==> src/rtl/demux_wr_router.sv <==
// demux_wr_router: routes one write request to one of N_CH channels and
// holds the strobe until that channel acks, or aborts on bad select/timeout.
//
// Ports:
//   clk_i      system clock (rising edge)
//   rst_n_i    asynchronous active-low reset
//   wr_i       write request, sampled only when idle
//   reg_sel_i  target channel select (values >= N_CH are invalid)
//   data_i     write data
//   ack_i      per-channel write acknowledge
//   wr_o       one-hot routed write strobe, zero when idle
//   data_o     captured write data, shared by all channels
//   busy_o     transfer in progress, requests ignored while high
//   done_o     one-cycle pulse on acknowledged completion
//   err_o      one-cycle pulse on invalid select or timeout
module demux_wr_router #(
    parameter int N_CH    = 4,
    parameter int SEL_W   = $clog2(N_CH),
    parameter int DATA_W  = 32,
    parameter int TIMEOUT = 15
) (
    input  logic              clk_i,
    input  logic              rst_n_i,
    input  logic              wr_i,
    input  logic [SEL_W-1:0]  reg_sel_i,
    input  logic [DATA_W-1:0] data_i,
    input  logic [N_CH-1:0]   ack_i,
    output logic [N_CH-1:0]   wr_o,
    output logic [DATA_W-1:0] data_o,
    output logic              busy_o,
    output logic              done_o,
    output logic              err_o
);

    localparam int CNT_W = $clog2(TIMEOUT + 1);

    typedef enum logic [1:0] {
        S_IDLE,
        S_WAIT,
        S_DONE,
        S_ERR
    } state_e;

    state_e            state_q, state_d;
    logic [SEL_W-1:0]  sel_q, sel_d;
    logic [DATA_W-1:0] data_q, data_d;
    logic [CNT_W-1:0]  cnt_q, cnt_d;
    logic [N_CH-1:0]   hot;
    logic              sel_ok;
    logic              ack_hit;
    logic              tmo;

    // One extra bit so N_CH fits even when SEL_W is the minimum width.
    assign sel_ok = ({1'b0, reg_sel_i} < (SEL_W + 1)'(N_CH));

    always_comb begin
        hot = '0;
        for (int i = 0; i < N_CH; i++) begin
            hot[i] = (sel_q == SEL_W'(i));
        end
    end

    // Only the captured channel's ack counts.
    assign ack_hit = |(ack_i & hot);
    assign tmo     = (cnt_q == CNT_W'(TIMEOUT - 1));

    always_comb begin
        state_d = state_q;
        sel_d   = sel_q;
        data_d  = data_q;
        cnt_d   = cnt_q;
        unique case (state_q)
            S_IDLE: begin
                if (wr_i) begin
                    if (sel_ok) begin
                        sel_d   = reg_sel_i;
                        data_d  = data_i;
                        cnt_d   = '0;
                        state_d = S_WAIT;
                    end else begin
                        state_d = S_ERR;
                    end
                end
            end
            S_WAIT: begin
                if (cnt_q != CNT_W'(TIMEOUT)) begin
                    cnt_d = cnt_q + CNT_W'(1);
                end
                // Ack takes priority over a coincident timeout.
                if (ack_hit) begin
                    state_d = S_DONE;
                end else if (tmo) begin
                    state_d = S_ERR;
                end
            end
            S_DONE:  state_d = S_IDLE;
            S_ERR:   state_d = S_IDLE;
            default: state_d = S_IDLE;
        endcase
    end

    always_ff @(posedge clk_i or negedge rst_n_i) begin
        if (!rst_n_i) begin
            state_q <= S_IDLE;
            sel_q   <= '0;
            data_q  <= '0;
            cnt_q   <= '0;
        end else begin
            state_q <= state_d;
            sel_q   <= sel_d;
            data_q  <= data_d;
            cnt_q   <= cnt_d;
        end
    end

    assign wr_o   = (state_q == S_WAIT) ? hot : '0;
    assign data_o = data_q;
    assign busy_o = (state_q != S_IDLE);
    assign done_o = (state_q == S_DONE);
    assign err_o  = (state_q == S_ERR);

endmodule

==> config.mk <==
export PLATFORM = sky130hd
export DESIGN_NAME = demux_wr_router
export DESIGN_NICKNAME = d
export VERILOG_FILES = /design/src/rtl/demux_wr_router.sv
export SDC_FILE = /design/constraint.sdc
export NUM_CORES = 1
export LEC_CHECK = 0
export ABC_AREA = 1
export CAP_MARGIN = 20
export CORE_MARGIN = 1
export CORE_UTILIZATION = 41
export DETAILED_ROUTE_END_ITERATION = 10
export PLACE_DENSITY = 0.87
export SETUP_SLACK_MARGIN = 0.15
export SKIP_CTS_REPAIR_TIMING = 1
export SYNTH_ARGS = -nofsm -noshare
export SYNTH_HDL_FRONTEND = slang
export SYNTH_SLANG_ARGS = --single-unit
==> constraint.sdc <==
create_clock -name clk_i -period 1.36 [get_ports clk_i]
set_input_delay 0.272 -clock clk_i [delete_from_list [all_inputs] [get_ports clk_i]]
set_output_delay 0.272 -clock clk_i [all_outputs]
set_load 0.02 [all_outputs]
# After elaboration in Yosys (flattened, before gate mapping)
# Index checks and enable logic that the tools add are counted.
totals:
  out_inout_bits: 39
  inputBits: 41
  word_cells: 34
  ff_bits: 40
classes:
  add_sub_neg: 1
  muxes: 8
  reduce_logical: 9
  eq_ne: 11
  bitwise_logic: 1
op_table:
  columns: ["operator", "n"]
  rows:
  - ["$mux W4", 3]
  - ["$eq A2 B2 Y1 const B", 4]
  - ["$pmux W4 S2", 1]
  - ["$mux W2", 3]
  - ["$pmux W2 S3", 1]
  - ["$add A4 B1 Y4 const B", 1]
  - ["$and A4 B4 Y4", 1]
  - ["$eq A2 B1 Y1 const B", 2]
  - ["$eq A4 B4 Y1 const B", 1]
  - ["$logic_not A2 Y1", 2]
  - ["$ne A2 B2 Y1 const B", 2]
  - ["$ne A4 B4 Y1 const B", 1]
  - ["$reduce_and A2 Y1", 2]
  - ["$reduce_bool A2 Y1", 2]
  - ["$reduce_or A4 Y1", 1]
  - ["$ne A3 B3 Y1 const B", 1]
  - ["$reduce_and A3 Y1", 1]
  - ["$reduce_or A2 Y1", 1]

# Longest topological paths before layout
# Gate-level depths: netlist of run 1.
logic_depth:
  depth_word: 5
  ltp_mapped: 6
  ltp_nobuf: 6

# Worst setup path after synthesis of run 1
# Ideal clock, no wire load.
synth_timing:
  path_type: "register to output"
  start: "register state_q[0]"
  end: "output port wr_o[0]"
  slack_ns: -0.082
  t_required_ns: 1.088
  arrival_ns: 1.170
  n_path_buf: 0
  stages_incl_launch_ff: 5
  cell_sequence: "dfrtp_1 > inv_2 > nor2_4 > inv_2 > nor3_1"
synth_via:
  elab_chain_len: 2
synth_rtl:
  columns: ["item", "line_no", "rtl"]
  rows:
  - ["from (decl)", "44", "state_e state_q, state_d;"]
  - ["from (signal assigned)", "109", "state_q <= state_d;"]
  - ["$eq A2 B1 Y1", "116", "assign wr_o = (state_q == S_WAIT) ? hot : '0;"]
  - ["$mux W4", "116", null]
  - ["to (decl)", "28", "output logic [N_CH-1:0] wr_o,"]
# No other way between the ends.

# Worst setup path after layout of run 1
layout_timing:
  start: "register state_q[0]"
  end: "output port wr_o[1]"
# The elaborated chain is that of the path after synthesis.

==> flow_summary.toml, run 1 <==
[run_status]
status = "finished with violations"
violations = "setup timing"

[setup_path]
required_ns = 1.09
crit_arrival_ns = 1.22
ff2ff_setup_slack_ns = -0.05
endpoint_kind = "output port"
path_cells = "inv_2, nor2_4, inv_4, nor3_4, buf_6"
worstSetupPathType = "reg2out"
path_max_fanout = 5
start_kind = "register"
cp_slowest_cell = "dfrtp_1"
reg2reg_to = "sel_q[0]$_DFFE_PN0P_"
slowest_delay_ns = 0.38
r2r-start = "state_q[1]$_DFFE_PN0P_"
reg2regPathDepth = 7

[route]
final_antenna_net_count = 0
viasPerCell = 5.01
wl_per_cell_um = 15.6
drt-initial-drc-count = 120
drt-pass1-iter-count = 4
drt-total-wl_um = 5480
post-route-drc-count = 0
via_count = 1763

[logic_synthesis]
synthArstFlopShare_pct = 100
synth_edf_count = 0
syn_area_per_cell_sq_um = 8.61
synthTopCellsByArea = "dfrtp_1 (57%), nand2_1 (16%), nand3_1 (11%), nor2_1 (2.1%), inv_1 (1.5%)"
synth_area_sq_mm = 0.00175
synth.most_common_cell = "nand2_1"
synth_flop_cell = "dfrtp_1"
yosysTopAreaCellShare_pct = 57.3
ys_types = 19
synth_seq_cells = 40
synth_area_leader_cell = "dfrtp_1"
yosysWarnings = 0
seq_area_frac_synth_pct = 57.3
yosys-top-cells-count = "nand2_1 (76), dfrtp_1 (40), nand3_1 (39)"
synth_nets = 246
syn_inst = 203

[placement]
gp_congestion = 0.780
post_dp_cell_area_sq_mm = 0.00273
numPortBuffers = 79
post-dp-hpwl_um = 3250

[die]
core.rowCount = 23
start_util_pct = 43.1
coreArea_sq_mm = 0.00406
fp.dieW_um = 67.3
die_h_um = 67.3
die-area_sq_mm = 0.00453
ios = 80

[cts]
cts_root_buffer = "clkbuf_8"
numCtsBuffers = 5
cts_max_level = 2
cts_sinks = 40
clk_latency_ns = 0.29
clk_path_buf_depth = 2
cts_tree = "yes"
clk_pin_slew_ns = 0.08

[sta]
fin_skew_ns = 0.00393
setup_viol = 35
fin_crit_sh_pct = 110
clock.fmax_mhz = 670
hold_violations = 0
tightest_slew_ns = 0.270
max-slew-margin-rel_pct = 81.9
post-route-min-period_ns = 1.49
maxSlewViolCount = 0
grt_setup_unrepaired = "true"
fin_ws_ns = -0.132

[power]
seqPwrFrac_pct = 28.3
p_sw_uw = 3470
p_sw_share_pct = 44.0
power.density_mw_per_mm2 = 2390
p_leak_uw = 0.00188
irDropWorstVdd_mv = 1.56
p_clk_share_pct = 10.4
combPwrFrac_pct = 61.3
power.total_uw = 7900
p_int_uw = 4430

[run]
cap_violations = 0

[layout]
area_growth_pct = 89.5
num_antenna_cells = 0
fin_nets = 344
drive_gt1_share_pct = 37.1
stdcell_area_sq_mm = 0.00331

[grt]
antenna_found_initial = 0
overflow = 0
grt_usage_pct = 21.7
grt_start_max_net_pins = 41
grt_pass1_vias = 1597
grt_pass1_wl_um = 7200

[min_path]
hp-class = "in2async"
-- power by group through the flow --
stage                     clock network, uW  registers, uW  logic (uW)
after floorplan                           0           2700        1430
final                                   823           2240        4840
after global routing                    876           2290        5190
after CTS                               819           2090        3850
after global placement                    0           2080        3720
after detailed placement                  0           2090        3850
-- cell usage in the layout, fill, tap and decap left out, drive strengths merged --
master	count
dlygate4sd3	1
clkbuf	12
nor2	13
nand3	39
clkdlybuf4s50	39
dfrtp	40
inv	9
a21oi	4
dlymetal6s2s	31
ha	2
buf	27
a31oi	1
nor3	4
nand4	2
nand2	78
-- critical path, delay by kind of cell, from the launching register on --
kind | cells | cell delay [ns]
buffers and inverters | 3 | 0.27
flip-flops | 1 | 0.38
AND/OR/NAND/NOR | 2 | 0.27
-- flip-flops by register name (all words and copies together), names as in the netlist --
name	count
state_q	2
sel_q	2
data_o	32
cnt_q	4
-- final cells by class --
type	instances	area, sq um
repair buffers	102	1170
well taps	50	62.6
inverters	9	38.8
multi-input cells	143	953
flip-flops and latches	40	1000
clock buffers	8	90.1
fillers	222	746
-- worst max-delay path by stage --
stage	start	end	slack, ns	cells past startpoint
2_1_floorplan	state_q[0]$_DFFE_PN0P_	wr_o[0]	0.11	4
5_1_grt	state_q[0]$_DFFE_PN0P_	wr_o[2]	-0.18	5
3_3_place_gp	state_q[1]$_DFFE_PN0P_	wr_o[0]	-0.24	4
4_1_cts	state_q[1]$_DFFE_PN0P_	wr_o[1]	-0.60	4
3_5_place_dp	state_q[1]$_DFFE_PN0P_	wr_o[1]	-0.28	4
6_report	state_q[0]$_DFFE_PN0P_	wr_o[1]	-0.13	5
-- per-stage QoR --
stage / setup slack, ns / std cells / utilization, % / hold WS (ns) / setup TNS, ns
6_report: -0.132 / 352 / 81.6 / 0.467 / -1.09
4_1_cts: -0.596 / 346 / 69.5 / -0.0537 / -12.22
2_1_floorplan: 0.115 / 203 / - / -0.0236 / 0
3_5_place_dp: -0.276 / 338 / 67.3 / 0.255 / -3.95
5_1_grt: -0.184 / 352 / 81.6 / 0.507 / -2.72
3_3_place_gp: -0.236 / 338 / 67.3 / 0.258 / -3.02
-- cells by family (layout without fill, tap and decap cells) --
group / count (synthesis) / count (layout) / share of synthesized area (%)
compound gates: 5 / 5 / 1.50
flops: 40 / 40 / 57.3
simple gates: 136 / 136 / 34.1
fa+ha+maj: 2 / 2 / 1.43
buf+inv: 20 / 119 / 5.66
-- metal layers --
| layer | GRT usage (%) | part of all wire (%) |
|---|---|---|
| met5 | 0 | 0 |
| met4 | 7.45 | 1.1 |
| met3 | 5.91 | 3.6 |
| met2 | 36.3 | 55 |
| met1 | 27.0 | 40 |
(Power assumes the default switching activity.)
==> inputs of run 2 (changes only) <==
--- a/config.mk
+++ b/config.mk
@@ -13,6 +13,7 @@
 export PLACE_DENSITY = 0.87
 export SETUP_SLACK_MARGIN = 0.15
 export SKIP_CTS_REPAIR_TIMING = 1
+export SLEW_MARGIN = 5
 export SYNTH_ARGS = -nofsm -noshare
 export SYNTH_HDL_FRONTEND = slang
 export SYNTH_SLANG_ARGS = --single-unit
==> results of run 2 <==
The final DEF is identical to that of run 1; final timing and power are the same.
==> inputs of run 3 (changes only) <==
--- a/config.mk
+++ b/config.mk
@@ -7,8 +7,8 @@
 export LEC_CHECK = 0
 export ABC_AREA = 1
 export CAP_MARGIN = 20
-export CORE_MARGIN = 1
 export CORE_UTILIZATION = 41
+export CTS_CLUSTER_DIAMETER = 40
 export DETAILED_ROUTE_END_ITERATION = 10
 export PLACE_DENSITY = 0.87
 export SETUP_SLACK_MARGIN = 0.15
==> results of run 3 <==
The final DEF is identical to that of run 1; final timing and power are the same.
